## src/rtl/alu_mb_sequencer.sv

```systemverilog
// rtl/alu_mb_sequencer.sv - multi-byte op sequencer driving a shared 8-bit ALU
// Runs one byte per cycle, low byte first, using INC/DEC passes to ripple carries.
module alu_mb_sequencer #(
  parameter int NUM_BYTES = 2,
  localparam int W = 8 * NUM_BYTES
) (
  input  logic         clk,
  input  logic         reset_n,
  input  logic         req_valid,
  output logic         req_ready,
  input  logic [3:0]   req_op,
  input  logic [W-1:0] req_a,
  input  logic [W-1:0] req_b,
  output logic         resp_valid,
  input  logic         resp_ready,
  output logic [W-1:0] resp_result,
  output logic [3:0]   resp_nzvc,
  output logic         resp_err,
  output logic [7:0]   alu_a,
  output logic [7:0]   alu_b,
  output logic [3:0]   alu_sel,
  input  logic [7:0]   alu_result,
  input  logic [3:0]   alu_nzvc
);

  typedef enum logic [1:0] {IDLE, BYTE_OP, FIXUP, DONE} state_t;

  state_t       state;
  logic [3:0]   op;
  logic [W-1:0] a_q, b_q, r_q;
  logic         carry, c1, err;
  logic [1:0]   idx;

  logic         is_add, is_sub, arith, last, c_byte, c_fix, ovf, done_c;
  logic [1:0]   nidx;
  logic [3:0]   byte_sel, nzvc_done;
  logic [W-1:0] r_upd, req_b_eff;
  logic [7:0]   a_next, b_next;
  logic         unused_flags;

  function automatic logic legal_op(input logic [3:0] o);
    return (o == 4'd0) || (o == 4'd1) || (o == 4'd4) || (o == 4'd5) ||
           (o == 4'd6) || (o == 4'd7) || (o == 4'd8);
  endfunction

  // INC/DEC are executed as ADD/SUB against an effective b of 1
  function automatic logic [3:0] map_sel(input logic [3:0] o);
    if (o == 4'd0 || o == 4'd7) return 4'd0;
    if (o == 4'd1 || o == 4'd8) return 4'd1;
    return o;
  endfunction

  assign req_ready    = (state == IDLE);
  assign unused_flags = ^alu_nzvc[3:1];

  assign is_add    = (op == 4'd0) || (op == 4'd7);
  assign is_sub    = (op == 4'd1) || (op == 4'd8);
  assign arith     = is_add | is_sub;
  assign last      = (idx == 2'(NUM_BYTES - 1));
  assign nidx      = idx + 2'd1;
  assign c_byte    = arith & alu_nzvc[0];
  assign c_fix     = c1 | alu_nzvc[0];
  assign byte_sel  = map_sel(op);
  assign req_b_eff = (req_op == 4'd7 || req_op == 4'd8) ? W'(1) : req_b;

  always_comb begin
    r_upd  = r_q;
    a_next = '0;
    b_next = '0;
    for (int k = 0; k < NUM_BYTES; k++) begin
      if (idx == 2'(k)) r_upd[8*k +: 8] = alu_result;
      if (nidx == 2'(k)) begin
        a_next = a_q[8*k +: 8];
        b_next = b_q[8*k +: 8];
      end
    end
  end

  assign done_c = (state == FIXUP) ? c_fix : c_byte;
  assign ovf    = is_add ? ((a_q[W-1] == b_q[W-1]) && (r_upd[W-1] != a_q[W-1])) :
                  is_sub ? ((a_q[W-1] != b_q[W-1]) && (r_upd[W-1] != a_q[W-1])) : 1'b0;
  assign nzvc_done = {r_upd[W-1], (r_upd == '0), ovf, done_c};

  always_ff @(posedge clk or negedge reset_n) begin
    if (!reset_n) begin
      state       <= IDLE;
      op          <= '0;
      a_q         <= '0;
      b_q         <= '0;
      r_q         <= '0;
      carry       <= 1'b0;
      c1          <= 1'b0;
      err         <= 1'b0;
      idx         <= '0;
      resp_valid  <= 1'b0;
      resp_result <= '0;
      resp_nzvc   <= '0;
      resp_err    <= 1'b0;
      alu_a       <= '0;
      alu_b       <= '0;
      alu_sel     <= '0;
    end else begin
      case (state)
        IDLE: begin
          if (req_valid) begin
            op    <= req_op;
            a_q   <= req_a;
            b_q   <= req_b_eff;
            r_q   <= '0;
            carry <= 1'b0;
            c1    <= 1'b0;
            idx   <= '0;
            err   <= !legal_op(req_op);
            // an illegal op still spends one pass in BYTE_OP with the ALU held at 0
            state <= BYTE_OP;
            if (legal_op(req_op)) begin
              alu_a   <= req_a[7:0];
              alu_b   <= req_b_eff[7:0];
              alu_sel <= map_sel(req_op);
            end
          end
        end
        BYTE_OP, FIXUP: begin
          if (err) begin
            state       <= DONE;
            resp_valid  <= 1'b1;
            resp_result <= '0;
            resp_nzvc   <= '0;
            resp_err    <= 1'b1;
          end else if (state == BYTE_OP && carry && arith) begin
            r_q     <= r_upd;
            c1      <= c_byte;
            state   <= FIXUP;
            alu_a   <= alu_result;
            alu_b   <= '0;
            alu_sel <= is_sub ? 4'd8 : 4'd7;
          end else begin
            r_q <= r_upd;
            if (state == BYTE_OP) c1 <= c_byte;
            carry <= done_c;
            if (last) begin
              state       <= DONE;
              resp_valid  <= 1'b1;
              resp_result <= r_upd;
              resp_nzvc   <= nzvc_done;
              resp_err    <= 1'b0;
              alu_a       <= '0;
              alu_b       <= '0;
              alu_sel     <= '0;
            end else begin
              state   <= BYTE_OP;
              idx     <= nidx;
              alu_a   <= a_next;
              alu_b   <= b_next;
              alu_sel <= byte_sel;
            end
          end
        end
        DONE: begin
          if (resp_ready) begin
            state      <= IDLE;
            resp_valid <= 1'b0;
          end
        end
        default: state <= IDLE;
      endcase
    end
  end

endmodule

```

## config.mk

```make
export PLATFORM = sky130hd
export DESIGN_NAME = alu_mb_sequencer
export DESIGN_NICKNAME = d
export VERILOG_FILES = /design/src/rtl/alu_mb_sequencer.sv
export SDC_FILE = /design/constraint.sdc
export NUM_CORES = 1
export LEC_CHECK = 0
export CAP_MARGIN = 15
export CORE_MARGIN = 5
export CORE_UTILIZATION = 45
export CTS_BUF_LIST = sky130_fd_sc_hd__clkbuf_4 sky130_fd_sc_hd__clkbuf_8
export CTS_CLUSTER_SIZE = 30
export DETAILED_ROUTE_END_ITERATION = 6
export GPL_ROUTABILITY_DRIVEN = 0
export GPL_TIMING_DRIVEN = 0
export PLACE_DENSITY = 0.73
export SYNTH_ARGS = -nofsm -noshare
export SYNTH_HDL_FRONTEND = slang
export SYNTH_SLANG_ARGS = --single-unit
```

## constraint.sdc

```tcl
create_clock -name clk -period 1.8 [get_ports clk]
set_input_delay 0.18 -clock clk [delete_from_list [all_inputs] [get_ports clk]]
set_output_delay 0.18 -clock clk [all_outputs]
set_load 0.01 [all_outputs]
```

After elaboration in Yosys (flattened, before gate mapping). Index checks and enable logic that the tools add are counted.

Register bits: 101. Word-level logic and storage cells: 167.

$add $sub $neg: 1. Eq/ne operators: 27. Multiplexer cells: 85. Bitwise logic cells: 3. Reductions and logical operators: 35.

Operators by type and width (count): 2-to-1 mux 8 bit (16); 2-to-1 mux 16 bit (6); 2-to-1 mux 4 bit (17); case mux 16 bit (2 select lines) (1); case mux 8 bit (2 select lines) (2); 2-to-1 mux 1 bit (28); equality test 4 x 3 -> 1 bit, second input constant (5); 2-to-1 mux 2 bit (9); zero test 16 bit (1); AND reduction 4 bit (4); != test 2 bit, second input constant (6); logical OR 1 bit (11); != test 3 bit, second input constant (3); equality test 4 x 1 -> 1 bit, second input constant (2); equality test 4 bit, second input constant (2); zero test 4 bit (2); case mux 4 bit (2 select lines) (1); equality test 2 x 1 -> 1 bit, second input constant (3); zero test 2 bit (3); case mux 1 bit (2 select lines) (3); case mux 2 bit (3 select lines) (1); AND reduction 3 bit (2); nonzero test 2 bit (3); AND reduction 5 bit (1); 12 further kinds (19).

Longest topological paths before layout. Gate-level depths: netlist (run 1).

Depth after elaboration: 19. Depth in mapped cells: 9.

Worst setup path before layout (run 1). Ideal clock, no wire load.

Path type: flip-flop to flip-flop. Start point: register state[0]. End point: register alu_sel[3]. Setup time: 95 ps. Arrival time: 1814 ps. Slack: -110 ps. Cell stages (with the launch flop): 9. Period minus slack after synthesis: 1910 ps. Cells stage by stage: dfrtp_1 inv_1 ha_1 mux2_2 nand2_1 buf_2 clkbuf_1 o21ai_0 o31ai_1.

RTL lines: start, declared (RTL line 28) `state_t state;`; start signal, assigned (RTL line 86) `state <= IDLE;`; start signal, assigned (RTL line 115) `state <= BYTE_OP;`; start signal, assigned (RTL line 125) `state <= DONE;`; zero test 2 bit (*); net req_ready (RTL line 10) `output logic req_ready,`; != test 2 x 1 -> 1 bit (no source line) (tied with other cells); AND reduction 4 bit (no source line); end signal, assigned (RTL line 119) `alu_sel <= map_sel(req_op);`; end signal, assigned (RTL line 136) `alu_sel <= is_sub ? 4'd8 : 4'd7;`; end signal, assigned (RTL line 155) `alu_sel <= byte_sel;`; end, declared (RTL line 21) `output logic [3:0] alu_sel,`.

Mark *: on every way through the listed nets, which the timed path passes. The rest lies on a longest branch. The select of a mux whose other input is x is not followed. A chain may end at the register's enable or synchronous reset.

Final worst setup path (run 1).
Start point: register state[1]. End point: register alu_sel[1].

Word-level cells in the longest chain between the ends: 6.

RTL lines: equality test 2 x 1 -> 1 bit (RTL line 103, 130); logical AND 1 bit (2 in a row) (RTL line 130) `end else if (state == BYTE_OP && carry && arith) begin`; 2-to-1 mux 4 bit (RTL line 130); 2-to-1 mux 4 bit (RTL line 124) `if (err) begin`; case mux 4 bit (2 select lines) (RTL line 103) `case (state)`.

Several ways; a longest one is shown, not always the timed one. The select of a mux whose other input is x is not followed.

==> key figures, run 1 <==
Worst setup path
  • WS Path Type: flip-flop to flip-flop
  • Worst Setup Start Kind: flip-flop
  • CP Data Arrival Time: 2.17 ns
  • WP data required: 2.12 ns
  • Crit. Startpoint: state[1]
  • Critical Path, Cell by Cell: inv_2, ha_4, buf_8, clkinvlp_4, buf_6, clkbuf_16, a221o_1, a2bb2oi_2
  • Slowest stage delay, CP: 0.39 ns
  • Crit path max-delay cell type: dfrtp_1
  • Beginning of the worst register-to-register path: state[1]
  • Critical Path Fanout Max: 7
  • CP endpoint kind: flip-flop

Route
  • Routed via count: 5,120
  • Initial DRT Pass Iterations: 7
  • DRT antenna net count: 0
  • Vias/cell: 6.12
  • Routed len/inst: 20.7 µm
  • DRC viols: 0
  • Initial drt markers: 516
  • Post-Route WL: 17,400 µm

Power
  • Max VDD drop: 0.00105 V
  • P_leak: 3.23 nW
  • Clock power frac: 11.6%
  • Cell-internal power: 8.46 mW
  • Pwr Total: 14.5 mW
  • Sw frac: 41.7%
  • Sequential Power Share: 27.3%
  • NetSw: 6.04 mW
  • Pwr/cell area: 1910 nW/µm²
  • Combinational group share of total power: 61.2%

STA
  • Final worst setup slack: -0.0517 ns
  • Worst Max-Slew Pin Slew: 0.522 ns
  • Clk_skew: 0.00818 ns
  • # setup viols final: 10
  • Setup_tns: -0.218 ns
  • Hold_ws: 0.0769 ns
  • Relative slew slack: 65.2%
  • Fin crit period: 1.85 ns
  • Unrepaired setup endpoints after global routing: yes
  • Final period utilization: 103%
  • Fin. max-slew vios: 0
  • Fmax: 540 MHz
  • Hold Fails Final Rpt: 0

Finish
  • Post-route cell area: 7610 µm²
  • Final std cells w/o fill: 837
  • Layout overhead on the synthesized area: 42.3%
  • Fin nets: 749
  • Post-layout util: 66.1%
  • Layout cells sized above 1: 26.7%
  • Diode count: 0

Synthesis
  • Synth top area share: 46.8%
  • Cell taking the most area after synthesis: dfrtp_1
  • Distinct cell type count after synthesis: 58
  • Seq cells post-synth: 100
  • Fraction of registers with async set/reset: 100%
  • Post-synth top flop: dfrtp_1
  • Area contributors post-synth: dfrtp_1, nand2_1, mux2_2
  • Mapped Nets: 622
  • Avg Synthesized Cell Area: 9.50 µm²
  • Syn Inst Count: 563
  • Seq/Total Area, Yosys: 46.8%
  • Post-Syn Area: 5350 µm²
  • Yosys warns: 0
  • Commonest cells post-synth: dfrtp_1, nand2_1, o21ai_0, clkbuf_1, inv_1
  • Count leader, synth: dfrtp_1
  • Post-synth EDFFs: 0

Clock tree
  • Number of buffers created by CTS: 9
  • Clk sinks: 100
  • CTS tree: done
  • Longest Clk Path Bufs: 2
  • H-tree depth: 3
  • Root buffer cell: clkbuf_8
  • Skew-Pair Late Insertion Delay: 0.39 ns
  • CTS clock-pin slew for the worst setup and hold paths: 0.09 ns

Min path
  • HP Class: input pin to flip-flop
  • Hold Path Origin: req_op[2]

Global route
  • First-pass GRT wire length: 27,400 µm
  • Vias in the first global route: 5,274
  • Largest net degree at the start of global routing: 63
  • Gr usage total: 24.0%
  • Initial antenna violation count: 0
  • Global route total overflow: 0

Place
  • Post-DP Area: 6480 µm²
  • Pre-CTS WS: -0.589 ns
  • Placed Instances: 797
  • IO buf count: 90
  • HPWL Detailed: 11,500 µm

Floorplan
  • Initial Util: 46.4%
  • Core Region: 11,500 µm²
  • Row cnt: 39
  • Top-Level Pins: 95
  • Die height: 119 µm
  • Die Span X: 119 µm
  • DIE AREA: 14,200 µm²

Outcome
  • Status: complete, but fails checks
  • Failing checks: setup timing

Run
  • Maxcap violations: 0
placed cells by master (no fill, tap or decap), drive strengths merged, types with 4 or more instances in the layout:
| master | instances |
|---|---|
| a211oi | 12 |
| a21o | 9 |
| a21oi | 7 |
| a221o | 4 |
| a22o | 17 |
| a2bb2oi | 10 |
| a311oi | 17 |
| buf | 48 |
| clkbuf | 43 |
| clkdlybuf4s50 | 85 |
| dfrtp | 100 |
| ha | 7 |
| inv | 25 |
| mux2 | 23 |
| mux2i | 10 |
| nand2 | 90 |
| nand4 | 7 |
| nor2 | 19 |
| nor3 | 11 |
| nor4 | 10 |
| o21ai | 54 |
| o311ai | 11 |
| o31ai | 12 |
| or4 | 11 |
routing by layer:
layer  vias up  GRT usage (%)  wire (µm)
li1       2316              -          -
met1      2533           30.8       7310
met2       228           37.8       8280
met3        43           7.20       1220
met4         0           9.99        556
met5         -              0          0
critical path: cells and delay by family (launching register included):
kind | cells | cell delay (ns)
adder cells (fa/ha/maj) | 1 | 0.29
flip-flops | 1 | 0.39
AO/OA/AOI/OAI | 2 | 0.47
buffers and inverters | 5 | 0.64
power by group through the flow:
stage	clock, mW	sequential, mW	combinational (mW)
2_1_floorplan	0	3.92	4.00
3_3_place_gp	0	3.86	6.28
3_5_place_dp	0	3.90	6.45
4_1_cts	1.70	3.90	7.62
5_1_grt	1.79	4.05	9.44
6_report	1.68	3.95	8.87
cell type report:
| class | instances | area (µm²) |
|---|---|---|
| timing repair buffer | 121 | 1210 |
| multi-input combinational | 384 | 2980 |
| clock inverter | 3 | 68.8 |
| fill | 876 | 3910 |
| tap | 143 | 179 |
| sequential | 100 | 2500 |
| buffer | 48 | 402 |
| inverter | 26 | 101 |
| clock buffer | 12 | 165 |
path summary, 6_finish.rpt:
path / slack (ns) / to / cells after the start
max: -0.05 / alu_sel[1] / 8
min: 0.08 / op[2] / 2
max reg2reg: -0.05 / alu_sel[1] / 8
min reg2reg: 0.48 / resp_result[4] / 1
max in group asynchronous: 0.81 / alu_b[2] / 3
min in group asynchronous: 0.31 / resp_result[12] / 2
flip-flops by register name, indices dropped and copies added, names as in the netlist:
name	cells
a_q	16
b_q	16
r_q	16
resp_result	16
alu_a	8
alu_b	8
alu_sel	4
op	4
resp_nzvc	3
idx	2
state	2
c1	1
carry	1
err	1
resp_err	1
resp_valid	1
kinds of logic after synthesis:
group                    count (synthesis)  synth area share (%)
buffers and inverters                   79                  6.18
AO/OA/AOI/OAI                          174                  23.4
AND/OR/NAND/NOR                        167                  14.8
adder cells (fa/ha/maj)                  7                  1.64
XOR/XNOR                                 3                 0.491
flip-flops                             100                  46.8
multiplexers                            33                  6.72
timing repair:
| item | CTS | global route |
|---|---|---|
| pin swaps | 8 | 20 |
| gates resized for setup | 102 | 84 |
| endpoints found under the setup margin | 82 | 78 |
| endpoints found under the hold margin | 38 | 0 |
| setup buffers | 15 | 12 |
| gates cloned | 2 | 1 |
| hold buffers | 1 | 0 |
No activity file was read; power rests on OpenSTA's default activity.
==> inputs of run 2 (changes only) <==
--- a/config.mk
+++ b/config.mk
@@ -11,9 +11,8 @@
 export CTS_BUF_LIST = sky130_fd_sc_hd__clkbuf_4 sky130_fd_sc_hd__clkbuf_8
 export CTS_CLUSTER_SIZE = 30
 export DETAILED_ROUTE_END_ITERATION = 6
-export GPL_ROUTABILITY_DRIVEN = 0
-export GPL_TIMING_DRIVEN = 0
 export PLACE_DENSITY = 0.73
+export SETUP_SLACK_MARGIN = 0.5
 export SYNTH_ARGS = -nofsm -noshare
 export SYNTH_HDL_FRONTEND = slang
 export SYNTH_SLANG_ARGS = --single-unit
==> run 2 against run 1 <==
  * The run ends with DRC, setup timing left
  * Sequential cell count unchanged
  * Total power rose by 11%
  * Hold slack better by 0.18 ns
  * Combinational power grew 20%
  * Worst setup slack gained 0.025 ns
  * Clock skew grew 0.012 ns
  * Sequential share of layout area shrank 4.4 points
  * Maximum frequency rose by 1.4%
  * First-iteration DRC count up 11%
  * Count of clock-buffer cells in the layout fell by 1
  * Register-to-register slack gained 0.03 ns
  * Die area unchanged
  * Critical path type unchanged
  * Largest cell class unchanged
  * Largest power group unchanged
==> key figures, run 2 (synthesis gave the netlist of run 1 again) <==
STA
  • Hold Fails Final Rpt: 0 (unchanged)
  • Final worst setup slack: -0.0263 ns (was -0.0517 ns)
  • Worst Max-Slew Pin Slew: 0.500 ns (was 0.522 ns)
  • Clk_skew: 0.0198 ns (was 0.00818 ns)
  • Relative slew slack: 66.4% (was 65.2%)
  • Fin. max-slew vios: 0 (unchanged)
  • Final period utilization: 101% (was 103%)
  • Fin crit period: 1.83 ns (was 1.85 ns)
  • Setup_tns: -0.0454 ns (was -0.218 ns)
  • Fmax: 548 MHz (was 540 MHz)
  • # setup viols final: 4 (was 10)
  • Hold_ws: 0.256 ns (was 0.0769 ns)
  • Unrepaired setup endpoints after global routing: yes (unchanged)

Clock tree
  • Number of buffers created by CTS: 9 (unchanged)
  • Skew-Pair Late Insertion Delay: 0.40 ns (was 0.39 ns)
  • Clk sinks: 100 (unchanged)
  • Root buffer cell: clkbuf_8 (unchanged)
  • H-tree depth: 3 (unchanged)
  • CTS clock-pin slew for the worst setup and hold paths: 0.11 ns (was 0.09 ns)
  • Longest Clk Path Bufs: 2 (unchanged)
  • CTS tree: done (unchanged)

Route
  • DRC viols: 4 (was 0)
  • Routed via count: 5,561 (was 5,120)
  • Vias/cell: 6.30 (was 6.12)
  • DRT antenna net count: 0 (unchanged)
  • Routed len/inst: 22.5 µm (was 20.7 µm)
  • Post-Route WL: 19,800 µm (was 17,400 µm)
  • Initial drt markers: 573 (was 516)
  • Initial DRT Pass Iterations: 7 (unchanged)

Global route
  • First-pass GRT wire length: 27,200 µm (was 27,400 µm)
  • Gr usage total: 23.8% (was 24.0%)
  • Largest net degree at the start of global routing: 41 (was 63)
  • Global route total overflow: 0 (unchanged)
  • Initial antenna violation count: 0 (unchanged)
  • Vias in the first global route: 5,284 (was 5,274)

Finish
  • Layout overhead on the synthesized area: 64.2% (was 42.3%)
  • Sequential cell area: 2500 µm² (unchanged)
  • Post-route cell area: 8780 µm² (was 7610 µm²)
  • Fill cells: 686 (was 876)
  • Multi-input logic area: 3560 µm² (was 2980 µm²)
  • Fin nets: 795 (was 749)
  • Commonest non-fill, non-tap cell in the layout: dfrtp_1 (unchanged)
  • Layout cells sized above 1: 42.4% (was 26.7%)
  • Diode count: 0 (unchanged)
  • Post-layout util: 76.2% (was 66.1%)
  • Highest-count cells in the layout ignoring fill and taps: dfrtp_1, nand2_1, buf_4, clkdlybuf4s50_1, buf_6 (was dfrtp_1, clkdlybuf4s50_1, nand2_1, o21ai_0, buf_4)

Place
  • HPWL Detailed: 11,000 µm (was 11,500 µm)
  • Post-DP Area: 6970 µm² (was 6480 µm²)
  • Pre-CTS WS: -0.182 ns (was -0.589 ns)
  • Routability cong.: 0.889
  • IO buf count: 91 (was 90)

Worst setup path
  • Crit path to: idx[0] (was alu_sel[1])
  • WS Path Type: flip-flop to flip-flop (unchanged)
  • Critical Path, Cell by Cell: inv_2, ha_4, mux2_4, nand2_8, buf_12, nor3_1, a221o_1 (was inv_2, ha_4, buf_8, clkinvlp_4, buf_6, clkbuf_16, a221o_1, a2bb2oi_2)
  • Slowest stage delay, CP: 0.43 ns (was 0.39 ns)
  • Reg2reg setup slack: -0.03 ns (was -0.05 ns)
  • Beginning of the worst register-to-register path: state[0] (was state[1])
  • Worst Reg-to-Reg Cells: 7 (was 8)
  • CP Data Arrival Time: 2.12 ns (was 2.17 ns)
  • WP data required: 2.09 ns (was 2.12 ns)
  • Crit. Startpoint: state[0] (was state[1])
  • Worst path bufs/invs: 2 (was 5)
  • Worst Setup Start Kind: flip-flop (unchanged)
  • Crit path max-delay cell type: dfrtp_1 (unchanged)
  • Family with the most delay on the worst path: flip-flops (was buffers and inverters)
  • CP endpoint kind: flip-flop (unchanged)
  • R2R Path End: idx[0] (was alu_sel[1])
  • Critical Path Fanout Max: 6 (was 7)
  • Critical path depth in cells: 7 (was 8)

Floorplan
  • DIE AREA: 14,200 µm² (unchanged)
  • Core Region: 11,500 µm² (unchanged)
  • Row cnt: 39 (unchanged)
  • Top-Level Pins: 95 (unchanged)
  • Die Span X: 119 µm (unchanged)
  • Die height: 119 µm (unchanged)
  • Initial Util: 46.4% (unchanged)

Power
  • NetSw: 6.92 mW (was 6.04 mW)
  • P_leak: 3.85 nW (was 3.23 nW)
  • Sequential Power Share: 25.3% (was 27.3%)
  • Combinational group share of total power: 66.2% (was 61.2%)
  • Cell-internal power: 9.12 mW (was 8.46 mW)
  • Pwr/cell area: 1830 nW/µm² (was 1910 nW/µm²)
  • Max VDD drop: 0.000950 V (was 0.00105 V)
  • Sw frac: 43.2% (was 41.7%)
  • Clock power frac: 8.5% (was 11.6%)

Min path
  • HP Class: input pin to async pin (was input pin to flip-flop)

Outcome
  • Failing checks: DRC, setup timing (was setup timing)
  • Status: complete, but fails checks (unchanged)

Run
  • Maxcap violations: 0 (unchanged)
[run 2: what timing repair did]
action / CTS / global route
endpoints found under the setup margin: 141 / 120
hold endpoints to repair: 27 / 0
hold buffers: 1 / 0
pin swaps: 22 / 37
setup buffers: 19 / 24
gates resized for setup: 132 / 174
cloned: 9 / 3
[run 2: per-layer routing]
| metal | part of all wire (%) | routed length [µm] | track usage (%) | up-vias |
|---|---|---|---|---|
| met5 | 0 | 0 | 0 | - |
| met3 | 6.8 | 1350 | 6.78 | 84 |
| met1 | 39 | 7650 | 29.7 | 2755 |
| met2 | 50 | 9940 | 39.2 | 304 |
| li1 | - | - | - | 2418 |
| met4 | 4.4 | 877 | 9.34 | 0 |
[run 2: per-stage QoR]
stage / total power, mW / std cells
2_1_floorplan: 8.61 / 563
3_3_place_gp: 10.8 / 812
3_5_place_dp: 11.1 / 812
4_1_cts: 13.4 / 855
5_1_grt: 16.8 / 882
6_report: 16.0 / 882
[run 2: final cells by class]
| type | count | share of cell area (%) |
|---|---|---|
| multi-input combinational | 386 | 40.5 |
| sequential | 100 | 28.5 |
| timing repair buffer | 213 | 25.9 |
| tap | 143 | 2.04 |
| clock buffer | 11 | 1.65 |
| inverter | 26 | 1.15 |
| clock inverter | 3 | 0.271 |
[run 2: worst min path at each step]
stage / startpoint / to / cells past startpoint
finish: reset_n / resp_result[15] / 2
global route: reset_n / r_q[2] / 2
CTS: reset_n / r_q[12] / 2
detailed placement: reset_n / resp_result[15] / 1
global placement: reset_n / resp_result[10] / 1
floorplan: reset_n / a_q[0] / 0
[run 2: worst reg2reg max path, cell delays in order (launching register included)]
cell and delay [ns]:
dfrtp_1 0.43, inv_2 0.09, ha_4 0.23, mux2_4 0.33, nand2_8 0.12, buf_12 0.14
nor3_1 0.06, a221o_1 0.32
[run 2: power by group through the flow]
| stage | clock [mW] | sequential, mW | combinational [mW] |
|---|---|---|---|
| after detailed placement | 0 | 3.93 | 7.20 |
| after CTS | 1.37 | 3.91 | 8.09 |
| after floorplan | 0 | 3.93 | 4.68 |
| after global placement | 0 | 3.89 | 6.96 |
| final | 1.36 | 4.06 | 10.6 |
| after global routing | 1.46 | 4.14 | 11.2 |
==> inputs of run 3 (changes only) <==
--- a/config.mk
+++ b/config.mk
@@ -12,6 +12,7 @@
 export CTS_CLUSTER_SIZE = 30
 export DETAILED_ROUTE_END_ITERATION = 6
 export PLACE_DENSITY = 0.73
+export RECOVER_POWER = 100
 export SETUP_SLACK_MARGIN = 0.5
 export SYNTH_ARGS = -nofsm -noshare
 export SYNTH_HDL_FRONTEND = slang
==> run 3 against run 2 <==
  * The run ends with setup timing left
  * Sequential share of layout area rose by 0.090 points
  * Die area is the same
  * Global-route usage stayed put
  * Total power about the same
  * Critical endpoint unchanged
==> key figures, run 3 (synthesis gave the netlist of run 1 again) <==
Clock tree
  • CTS clock-pin slew for the worst setup and hold paths: 0.11 ns (about the same)
  • H-tree depth: 3 (unchanged)
  • Clk sinks: 100 (unchanged)
  • Root buffer cell: clkbuf_8 (unchanged)
  • Longest Clk Path Bufs: 2 (unchanged)
  • Skew-Pair Late Insertion Delay: 0.40 ns (about the same)
  • CTS tree: done (unchanged)
  • Number of buffers created by CTS: 9 (unchanged)

Power
  • Cell-internal power: 9.14 mW (was 9.12 mW)
  • P_leak: 3.82 nW (was 3.85 nW)
  • Sequential Power Share: 25.3% (about the same)
  • NetSw: 6.89 mW (was 6.92 mW)
  • Combinational group share of total power: 66.3% (was 66.2%)
  • Sw frac: 43.0% (was 43.2%)
  • Pwr/cell area: 1830 nW/µm² (about the same)
  • Clock power frac: 8.5% (about the same)
  • Max VDD drop: 0.000958 V (was 0.000950 V)

Worst setup path
  • Slowest stage delay, CP: 0.43 ns (about the same)
  • Critical Path Fanout Max: 6 (unchanged)
  • Crit path max-delay cell type: dfrtp_1 (unchanged)
  • Worst Setup Start Kind: flip-flop (unchanged)
  • WS Path Type: flip-flop to flip-flop (unchanged)
  • CP Data Arrival Time: 2.11 ns (was 2.12 ns)
  • WP data required: 2.09 ns (about the same)
  • CP endpoint kind: flip-flop (unchanged)
  • Critical Path, Cell by Cell: inv_2, ha_4, mux2_4, nand2_8, buf_12, nor3_1, a221o_1 (unchanged)

Place
  • HPWL Detailed: 11,000 µm (unchanged)
  • Routability cong.: 0.889 (unchanged)
  • IO buf count: 91 (unchanged)

Finish
  • Layout cells sized above 1: 42.4% (unchanged)
  • Fin nets: 795 (unchanged)
  • Multi-input logic area: 3560 µm² (unchanged)
  • Highest-count cells in the layout ignoring fill and taps: dfrtp_1, nand2_1, buf_4, clkdlybuf4s50_1, buf_6 (unchanged)
  • Layout overhead on the synthesized area: 63.7% (was 64.2%)
  • Diode count: 0 (unchanged)
  • Commonest non-fill, non-tap cell in the layout: dfrtp_1 (unchanged)
  • Sequential cell area: 2500 µm² (unchanged)
  • Fill cells: 691 (was 686)
  • Post-layout util: 76.0% (was 76.2%)

Global route
  • Vias in the first global route: 5,284 (unchanged)
  • Gr usage total: 23.8% (unchanged)
  • Global route total overflow: 0 (unchanged)
  • First-pass GRT wire length: 27,200 µm (unchanged)
  • Largest net degree at the start of global routing: 41 (unchanged)
  • Initial antenna violation count: 0 (unchanged)

STA
  • Fin. max-slew vios: 0 (unchanged)
  • Unrepaired setup endpoints after global routing: yes (unchanged)
  • Final worst setup slack: -0.0208 ns (was -0.0263 ns)
  • Hold Fails Final Rpt: 0 (unchanged)
  • Setup_tns: -0.0260 ns (was -0.0454 ns)
  • # setup viols final: 3 (was 4)
  • Fmax: 549 MHz (was 548 MHz)
  • Relative slew slack: 52.2% (was 66.4%)
  • Fin crit period: 1.82 ns (was 1.83 ns)
  • Clk_skew: 0.0235 ns (was 0.0198 ns)
  • Worst Max-Slew Pin Slew: 0.717 ns (was 0.500 ns)
  • Final period utilization: 101% (about the same)

Floorplan
  • Initial Util: 46.4% (unchanged)
  • Die height: 119 µm (unchanged)
  • DIE AREA: 14,200 µm² (unchanged)
  • Row cnt: 39 (unchanged)
  • Core Region: 11,500 µm² (unchanged)
  • Top-Level Pins: 95 (unchanged)
  • Die Span X: 119 µm (unchanged)

Route
  • Initial DRT Pass Iterations: 7 (unchanged)
  • Initial drt markers: 574 (was 573)
  • Routed len/inst: 22.3 µm (was 22.5 µm)
  • Vias/cell: 6.32 (was 6.30)
  • DRC viols: 0 (was 4)
  • DRT antenna net count: 0 (unchanged)
  • Post-Route WL: 19,700 µm (was 19,800 µm)
  • Routed via count: 5,576 (was 5,561)

Outcome
  • Status: complete, but fails checks (unchanged)
  • Failing checks: setup timing (was DRC, setup timing)

Run
  • Maxcap violations: 0 (unchanged)

Min path
  • HP Class: input pin to flip-flop (was input pin to async pin)
[run 3: changes by cell type in the layout (fill, tap and decap cells not counted)]
cell	previous run	this run
clkbuf_2	0	1
buf_4	68	67
clkbuf_4	1	3
buf_12	13	11
clkdlybuf4s15_1	16	0
clkdlybuf4s25_1	0	16
[run 3: what timing repair did]
| action | in CTS | in global routing |
|---|---|---|
| gates cloned | 9 | 3 |
| hold buffers | 1 | 0 |
| buffers inserted | 19 | 24 |
| pin swaps | 22 | 37 |
| setup endpoints to repair | 141 | 120 |
| endpoints found under the hold margin | 27 | 0 |
| gates resized for setup | 132 | 174 |
[run 3: worst max-delay path: cells and delay by family (launching register included)]
kind                       cells  cell delay (ns)
buffers and inverters          2             0.22
AOI/OAI and AO/OA              1             0.32
and+or+nand+nor                2             0.17
adders and majority gates      1             0.23
muxes                          1             0.33
DFF                            1             0.43
[run 3: through the flow]
step	instance area [µm²]	worst slack (ns)	total power, mW	hold WS, ns	cells
global route	8750	-0.0663	16.8	0.311	882
floorplan	5710	0.156	8.61	-0.116	563
CTS	7820	0.0322	13.4	0.253	855
global placement	6970	-0.111	10.8	0.138	812
detailed placement	6970	-0.182	11.1	0.139	812
finish	8750	-0.0208	16.0	0.324	882
[run 3: power groups by stage]
stage / registers [mW] / clock network, mW / logic [mW]
after floorplan: 3.93 / 0 / 4.68
after CTS: 3.91 / 1.37 / 8.09
after global placement: 3.89 / 0 / 6.96
final: 4.05 / 1.35 / 10.6
after global routing: 4.14 / 1.46 / 11.2
after detailed placement: 3.93 / 0 / 7.20
[run 3: cell type report]
class,count,area share [%]
flip-flops and latches,100,28.6
well taps,143,2.04
multi-input cells,386,40.6
repair buffers,213,25.6
clock inverters,3,0.272
inverters,26,1.16
clock buffers,11,1.66
[run 3: routing by layer]
metal	GRT usage [%]	vias up	share of wire (%)
li1	-	2423	-
met1	29.7	2721	37
met2	39.2	328	50
met3	6.78	104	7.3
met4	9.34	0	4.9
met5	0	-	0
[run 3: worst paths after layout]
| path | start | end | slack (ns) | depth (start not counted) |
|---|---|---|---|---|
| setup / recovery | state[0] | idx[0] | -0.02 | 7 |
| hold / removal | req_op[2] | op[2] | 0.32 | 2 |
| setup reg to reg | state[0] | idx[0] | -0.02 | 7 |
| hold reg to reg | resp_result[3] | resp_result[3] | 0.48 | 1 |
| max in group asynchronous | reset_n | idx[0] | 0.36 | 3 |
| min in group asynchronous | reset_n | resp_result[9] | 0.37 | 2 |
